## config.mk

```make
export PLATFORM = sky130hd
export DESIGN_NAME = sync_updown_counter
export DESIGN_NICKNAME = d
export VERILOG_FILES = /design/src/rtl/sync_updown_counter.sv
export SDC_FILE = /design/constraint.sdc
export NUM_CORES = 1
export LEC_CHECK = 0
export ABC_CLOCK_PERIOD_IN_PS = 1600
export BUFFER_PORTS_ARGS = -buffer_cell sky130_fd_sc_hd__buf_2
export CAP_MARGIN = 20
export CORE_AREA = 2 2 39 41
export CTS_CLUSTER_DIAMETER = 30
export DETAILED_ROUTE_END_ITERATION = 8
export DIE_AREA = 0 0 41 43
export GPL_ROUTABILITY_DRIVEN = 0
export SLEW_MARGIN = 20
export SYNTH_ARGS = -nofsm -noshare
export SYNTH_HDL_FRONTEND = slang
export SYNTH_SLANG_ARGS = --single-unit
```

## constraint.sdc

```tcl
create_clock -name input_clock1_1 -period 1.6 [get_ports input_clock1_1]
set_clock_uncertainty 0.2 [all_clocks]
set_input_delay 0.16 -clock input_clock1_1 [delete_from_list [all_inputs] [get_ports input_clock1_1]]
set_output_delay 0.16 -clock input_clock1_1 [all_outputs]
set_load 0.02 [all_outputs]
```

## src/rtl/sync_updown_counter.sv

```systemverilog
// Parametrised synchronous up/down counter with modulus, load and cascade.
// All state bits update on the same rising edge; no ripple between stages.
module sync_updown_counter #(
    parameter int     WIDTH       = 3,
    parameter longint MODULUS     = 8,
    parameter int     SATURATE    = 0,
    parameter int     RESET_VALUE = 0
) (
    input  logic             input_clock1_1,
    input  logic             input_reset1_2,
    input  logic             input_enable,
    input  logic             input_up_down,
    input  logic             input_load,
    input  logic [WIDTH-1:0] input_load_value,
    output logic [WIDTH-1:0] output_count,
    output logic             output_terminal,
    output logic             output_wrap,
    output logic             output_saturated
);

    // Bad parameter sets are rejected while elaborating.
    generate
        if (WIDTH < 1 || WIDTH > 32) begin : g_bad_width
            $error("sync_updown_counter: WIDTH must be 1..32");
        end
        if (MODULUS < 2 || MODULUS > (longint'(1) << WIDTH)) begin : g_bad_mod
            $error("sync_updown_counter: MODULUS must be 2..2**WIDTH");
        end
        if (RESET_VALUE < 0 || longint'(RESET_VALUE) >= MODULUS) begin : g_bad_rst
            $error("sync_updown_counter: RESET_VALUE must be below MODULUS");
        end
    endgenerate

    // Range limits carried in WIDTH+1 bits so MODULUS = 2**WIDTH fits.
    localparam logic [WIDTH:0]   ONE_W = (WIDTH+1)'(1);
    localparam logic [WIDTH:0]   MOD_W = (WIDTH+1)'(MODULUS);
    localparam logic [WIDTH:0]   MAX_W = MOD_W - ONE_W;
    localparam logic [WIDTH-1:0] MAX   = MAX_W[WIDTH-1:0];
    localparam logic [WIDTH-1:0] RST   = WIDTH'(RESET_VALUE);
    localparam bit               SAT   = (SATURATE != 0);

    logic [WIDTH-1:0] count;
    logic             wrap;
    logic             saturated;

    logic [WIDTH:0]   count_w;
    logic [WIDTH:0]   load_w;
    logic [WIDTH:0]   step_w;
    logic [WIDTH-1:0] load_fit;
    logic [WIDTH-1:0] wrap_to;
    logic             at_top;
    logic             at_bot;
    logic             bound;

    assign count_w  = {1'b0, count};
    assign load_w   = {1'b0, input_load_value};
    assign at_top   = (count_w == MAX_W);
    assign at_bot   = (count == '0);
    assign bound    = input_up_down ? at_top : at_bot;

    // Step is only used away from the bounds, so it never leaves the range.
    assign step_w   = input_up_down ? count_w + ONE_W : count_w - ONE_W;

    // Out-of-range load values clamp to the top of the range.
    assign load_fit = (load_w < MOD_W) ? input_load_value : MAX;
    assign wrap_to  = input_up_down ? '0 : MAX;

    // Cascade flag: the next enabled step in this direction hits a bound.
    assign output_terminal = input_enable & bound;

    // Count register with reset > load > count > hold priority.
    always_ff @(posedge input_clock1_1) begin
        if (input_reset1_2) begin
            count     <= RST;
            wrap      <= 1'b0;
            saturated <= 1'b0;
        end else if (input_load) begin
            count     <= load_fit;
            wrap      <= 1'b0;
            saturated <= 1'b0;
        end else if (input_enable) begin
            if (!bound) begin
                count     <= step_w[WIDTH-1:0];
                wrap      <= 1'b0;
                saturated <= 1'b0;
            end else if (SAT) begin
                wrap      <= 1'b0;
                saturated <= 1'b1;
            end else begin
                count     <= wrap_to;
                wrap      <= 1'b1;
                saturated <= 1'b0;
            end
        end else begin
            wrap      <= 1'b0;
            saturated <= 1'b0;
        end
    end

    assign output_count     = count;
    assign output_wrap      = wrap;
    assign output_saturated = saturated;

endmodule

```

==> tab_implementation.tex <==
\begin{tabular}{lr}
\hline
Metric & Value \\
\hline
\multicolumn{2}{l}{\textbf{Timing}} \\
\quad Final setup viols & 2 \\
\quad RSZ-0062 raised after global routing & yes \\
\quad Final critical delay including setup and external delays & 1.74 ns \\
\quad Hold violation total from the final report & 1 \\
\quad Total count of max-transition violations in the final report & 0 \\
\quad Minimum hold slack & -0.000565 ns \\
\quad Setup ws final & -0.139 ns \\
\quad Ratio of final minimum period to clock period & 109\% \\
\quad Total negative slack for setup checks & -0.161 ns \\
\quad Highest achievable clock rate & between 500 and 600 MHz \\
\multicolumn{2}{l}{\textbf{GRT}} \\
\quad Number of global-route vias before repair & between 300 and 400 \\
\quad Initial antenna violation count & 0 \\
\quad Total grt overflow & 0 \\
\quad Largest net degree at the start of global routing & 8 \\
\quad Global-route wire length before repair & 1.39 mm \\
\quad Overall routing resource usage & between 10\% and 20\% \\
\multicolumn{2}{l}{\textbf{Pwr}} \\
\quad Cell-internal power & around 280 uW \\
\quad Worst VDD drop & roughly 330 uV \\
\quad Clock group share of total power & approximately 34\% \\
\quad Power share of the sequential group & roughly 30\% \\
\quad Pwr per Cell Area & 747 nW/um2 \\
\quad Net switching power of the design & 119 uW \\
\quad Cell leakage power & between 0.2 and 0.3 nW \\
\quad Net switching fraction of the power & 29.9\% \\
\quad Logic pwr share & 36.4\% \\
\multicolumn{2}{l}{\textbf{Routing}} \\
\quad Post-route DRC violation count & 0 \\
\quad Via density & approximately 4.5 \\
\quad Initial drt markers & 3 \\
\quad Final wirelength & 863 um \\
\quad Count of TritonRoute iterations in the first routing pass & 3 \\
\quad Vias after detailed routing & 348 \\
\quad Antenna viol nets, final & 0 \\
\quad Detailed-route wire length per cell & 11.2 um \\
\multicolumn{2}{l}{\textbf{Final layout}} \\
\quad Final-layout fill cell count & $\sim$150 \\
\quad Sequential standard cell area & 85.1 um2 \\
\quad Area taken by multi-input logic gates & 233 um2 \\
\quad Post-layout instance area & 536 um2 \\
\quad Synth-to-Final Area Change & 76.9\% \\
\quad Antenna cell count & 0 \\
\quad Share of post-route cells with drive strength above 1 & between 50 and 60\% \\
\quad Leading cell types in the layout, fill and taps excluded & buf\_2, buf\_4, nor2\_1, clkbuf\_4, dlygate4sd3\_1 \\
\quad Most common cell after layout, fill and taps aside & buf\_2 \\
\quad Final net count & 71 \\
\multicolumn{2}{l}{\textbf{Clock tree}} \\
\quad Number of CTS-inserted buffers & 3 \\
\quad Clock-pin slew of the registers on the worst-case setup and hold paths & 0.04 ns \\
\quad Maximum clock path buffer count & 2 \\
\quad Buffer type at the clock tree root & clkbuf\_4 \\
\quad Worst-Skew Late Latency & 0.24 ns \\
\quad Total number of clock tree sinks & 4 \\
\quad Number of H-tree levels & 1 \\
\quad CTS tree & yes \\
\multicolumn{2}{l}{\textbf{Yosys}} \\
\quad Number of nets produced by synthesis & 43 \\
\quad Number of synthesized register bits & 4 \\
\quad Number of distinct library cell variants in the gate-level netlist after synthesis & 27 \\
\quad Share of synthesized area occupied by flip-flops and latches & 26.4\% \\
\quad Number of instances in the synthesized netlist & 34 \\
\quad Yosys warnings & 0 \\
\quad Area of the mapped netlist & 303 um2 \\
\quad Mean instance size in the synthesized netlist & 8.91 um2 \\
\multicolumn{2}{l}{\textbf{Critical path}} \\
\quad Ordered list of cells on the worst path & or4\_4 > a21boi\_4 > buf\_6 \\
\quad Crit path kind & register to output pin \\
\quad CP max stage delay & between 0.5 and 0.6 ns \\
\quad Top fanout value on the critical path & 5 \\
\quad Register-to-register setup slack & -0.02 ns \\
\quad Origin of the critical flop-to-flop path & output\_count[0] \\
\quad CP Capture Point & output\_terminal \\
\quad Count of cells along the worst register-to-register path & 4 \\
\quad Critical path required time & between 1 and 1.5 ns \\
\quad Worst-path cell with the longest stage delay & or4\_4 \\
\quad Startpoint kind of the worst setup timing path & register \\
\quad Critical path startpoint & output\_count[1] \\
\quad Worst setup EP type & output pin \\
\quad End of the worst register-to-register path & output\_count[1] \\
\quad Crit path DAT & 1.38 ns \\
\multicolumn{2}{l}{\textbf{Floorplanning}} \\
\quad Die outline width & a little over 40 um \\
\quad Row cnt & 14 \\
\quad Core ar. & 1380 um2 \\
\quad Top-Level Pins & 14 \\
\quad Area enclosed by the die boundary & 1760 um2 \\
\quad Effective utilization at floorplan & 21.9\% \\
\quad Die H & 43 um \\
\multicolumn{2}{l}{\textbf{Min path}} \\
\quad Number of cells on the worst hold path & 3 \\
\quad Hold WC Path Type & input port to register \\
\multicolumn{2}{l}{\textbf{Run}} \\
\quad Number of max-cap violations & 0 \\
\multicolumn{2}{l}{\textbf{Place}} \\
\quad Half-perimeter wire length of the detailed placement result & 660 um \\
\quad Post-place instance area & between 400 and 500 um2 \\
\quad Number of input and output port buffers inserted & 12 \\
\multicolumn{2}{l}{\textbf{Status}} \\
\quad Result of the run & complete, but fails checks \\
\quad Violated checks & negative hold slack, negative setup slack \\
\hline
\end{tabular}
power groups by stage:
stage                     clock network [mW]  logic (mW)  registers (mW)
after detailed placement                   0       0.127           0.120
after global routing                   0.156       0.160           0.118
after CTS                              0.143       0.142           0.117
after floorplan                            0      0.0603           0.133
final                                  0.137       0.145           0.117
after global placement                     0       0.124           0.119
cells in the mapped netlist:
| master | count | area, um2 |
|---|---|---|
| nor3b_1 | 1 | 7.51 |
| dfxtp_1 | 4 | 80.1 |
| or4_1 | 1 | 7.51 |
| or4b_1 | 1 | 10.0 |
| a21o_1 | 1 | 7.51 |
| conb_1 | 1 | 3.75 |
| nand2b_1 | 2 | 12.5 |
| fa_1 | 1 | 20.0 |
| nand3_1 | 1 | 5.00 |
| nand2_1 | 1 | 3.75 |
| and2_1 | 1 | 6.26 |
| a21boi_1 | 1 | 7.51 |
| inv_1 | 2 | 7.51 |
| o211a_1 | 1 | 10.0 |
| a21oi_1 | 1 | 5.00 |
| o211ai_1 | 1 | 7.51 |
| nor4b_1 | 1 | 8.76 |
| nor2_1 | 3 | 11.3 |
| xor2_1 | 1 | 8.76 |
| and2_2 | 1 | 7.51 |
| a221oi_2 | 1 | 15.0 |
| and2b_2 | 1 | 8.76 |
| a311oi_1 | 1 | 8.76 |
| buf_4 | 1 | 7.51 |
| o32ai_1 | 1 | 8.76 |
| mux2i_1 | 1 | 10.0 |
| nand4_1 | 1 | 6.26 |
logic make-up (layout without fill, tap and decap cells):
| group | count (synthesis) | count (layout) | synth area share [%] |
|---|---|---|---|
| AO/OA/AOI/OAI | 8 | 8 | 23.1 |
| XOR/XNOR | 1 | 1 | 2.89 |
| adder cells (fa/ha/maj) | 1 | 1 | 6.61 |
| buffers and inverters | 3 | 30 | 4.96 |
| flip-flops | 4 | 4 | 26.4 |
| multiplexers | 1 | 1 | 3.31 |
| other | 1 | 1 | 1.24 |
| AND/OR/NAND/NOR | 15 | 15 | 31.4 |
critical path, delay by kind of cell, from the launching register on:
| family | cells | cell delay (ns) |
|---|---|---|
| and+or+nand+nor | 1 | 0.53 |
| AOI/OAI and AO/OA | 1 | 0.15 |
| buffers and inverters | 1 | 0.13 |
| DFF | 1 | 0.34 |
sequential cells by signal, summed over array words and instances, names as in the netlist:
name / flops
output_count: 3
output_wrap: 1
final cells by class:
type	instances	area share, %
multi-input cells	27	43.5
inverters	2	1.40
flip-flops and latches	4	15.9
repair buffers	24	30.6
clock buffers	4	4.91
well taps	16	3.74
per-layer routing:
layer  up-vias  part of all wire [%]  track usage, %  wire length, um
li1        179                     -               -                -
met1       159                    43            14.9              374
met2        10                    50            17.5              429
met3         0                   6.7            7.85               58
met4         0                     0            2.00                0
met5         -                     0               0                0
worst min path at each step:
stage,to,from
6_report,output_count[2],input_load_value[2]
5_1_grt,output_count[2],input_load_value[2]
4_1_cts,output_count[2],input_load_value[2]
3_5_place_dp,output_count[1],input_reset1_2
3_3_place_gp,output_count[1],input_reset1_2
2_1_floorplan,output_count[1],input_reset1_2
what timing repair did:
action,CTS,global route
hold buffers,3,0
endpoints found under the setup margin,3,3
setup buffers,2,1
pin swaps,5,1
cloned,0,0
resized for setup,2,0
endpoints found under the hold margin,3,0
per-stage QoR:
| step | setup WS (ns) | power, mW | util, % | hold slack (ns) | instances |
|---|---|---|---|---|---|
| finish | -0.139 | 0.400 | 38.7 | -0.000565 | 77 |
| global route | -0.197 | 0.433 | 38.7 | 0.0131 | 77 |
| CTS | -0.151 | 0.402 | 38.2 | 0.00515 | 76 |
| detailed placement | -0.0221 | 0.247 | 32.5 | 0.183 | 67 |
| global placement | -0.00270 | 0.244 | 32.5 | 0.182 | 67 |
| floorplan | -0.0194 | 0.194 | - | 0.0188 | 34 |
Power figures use the tool's default switching activity.
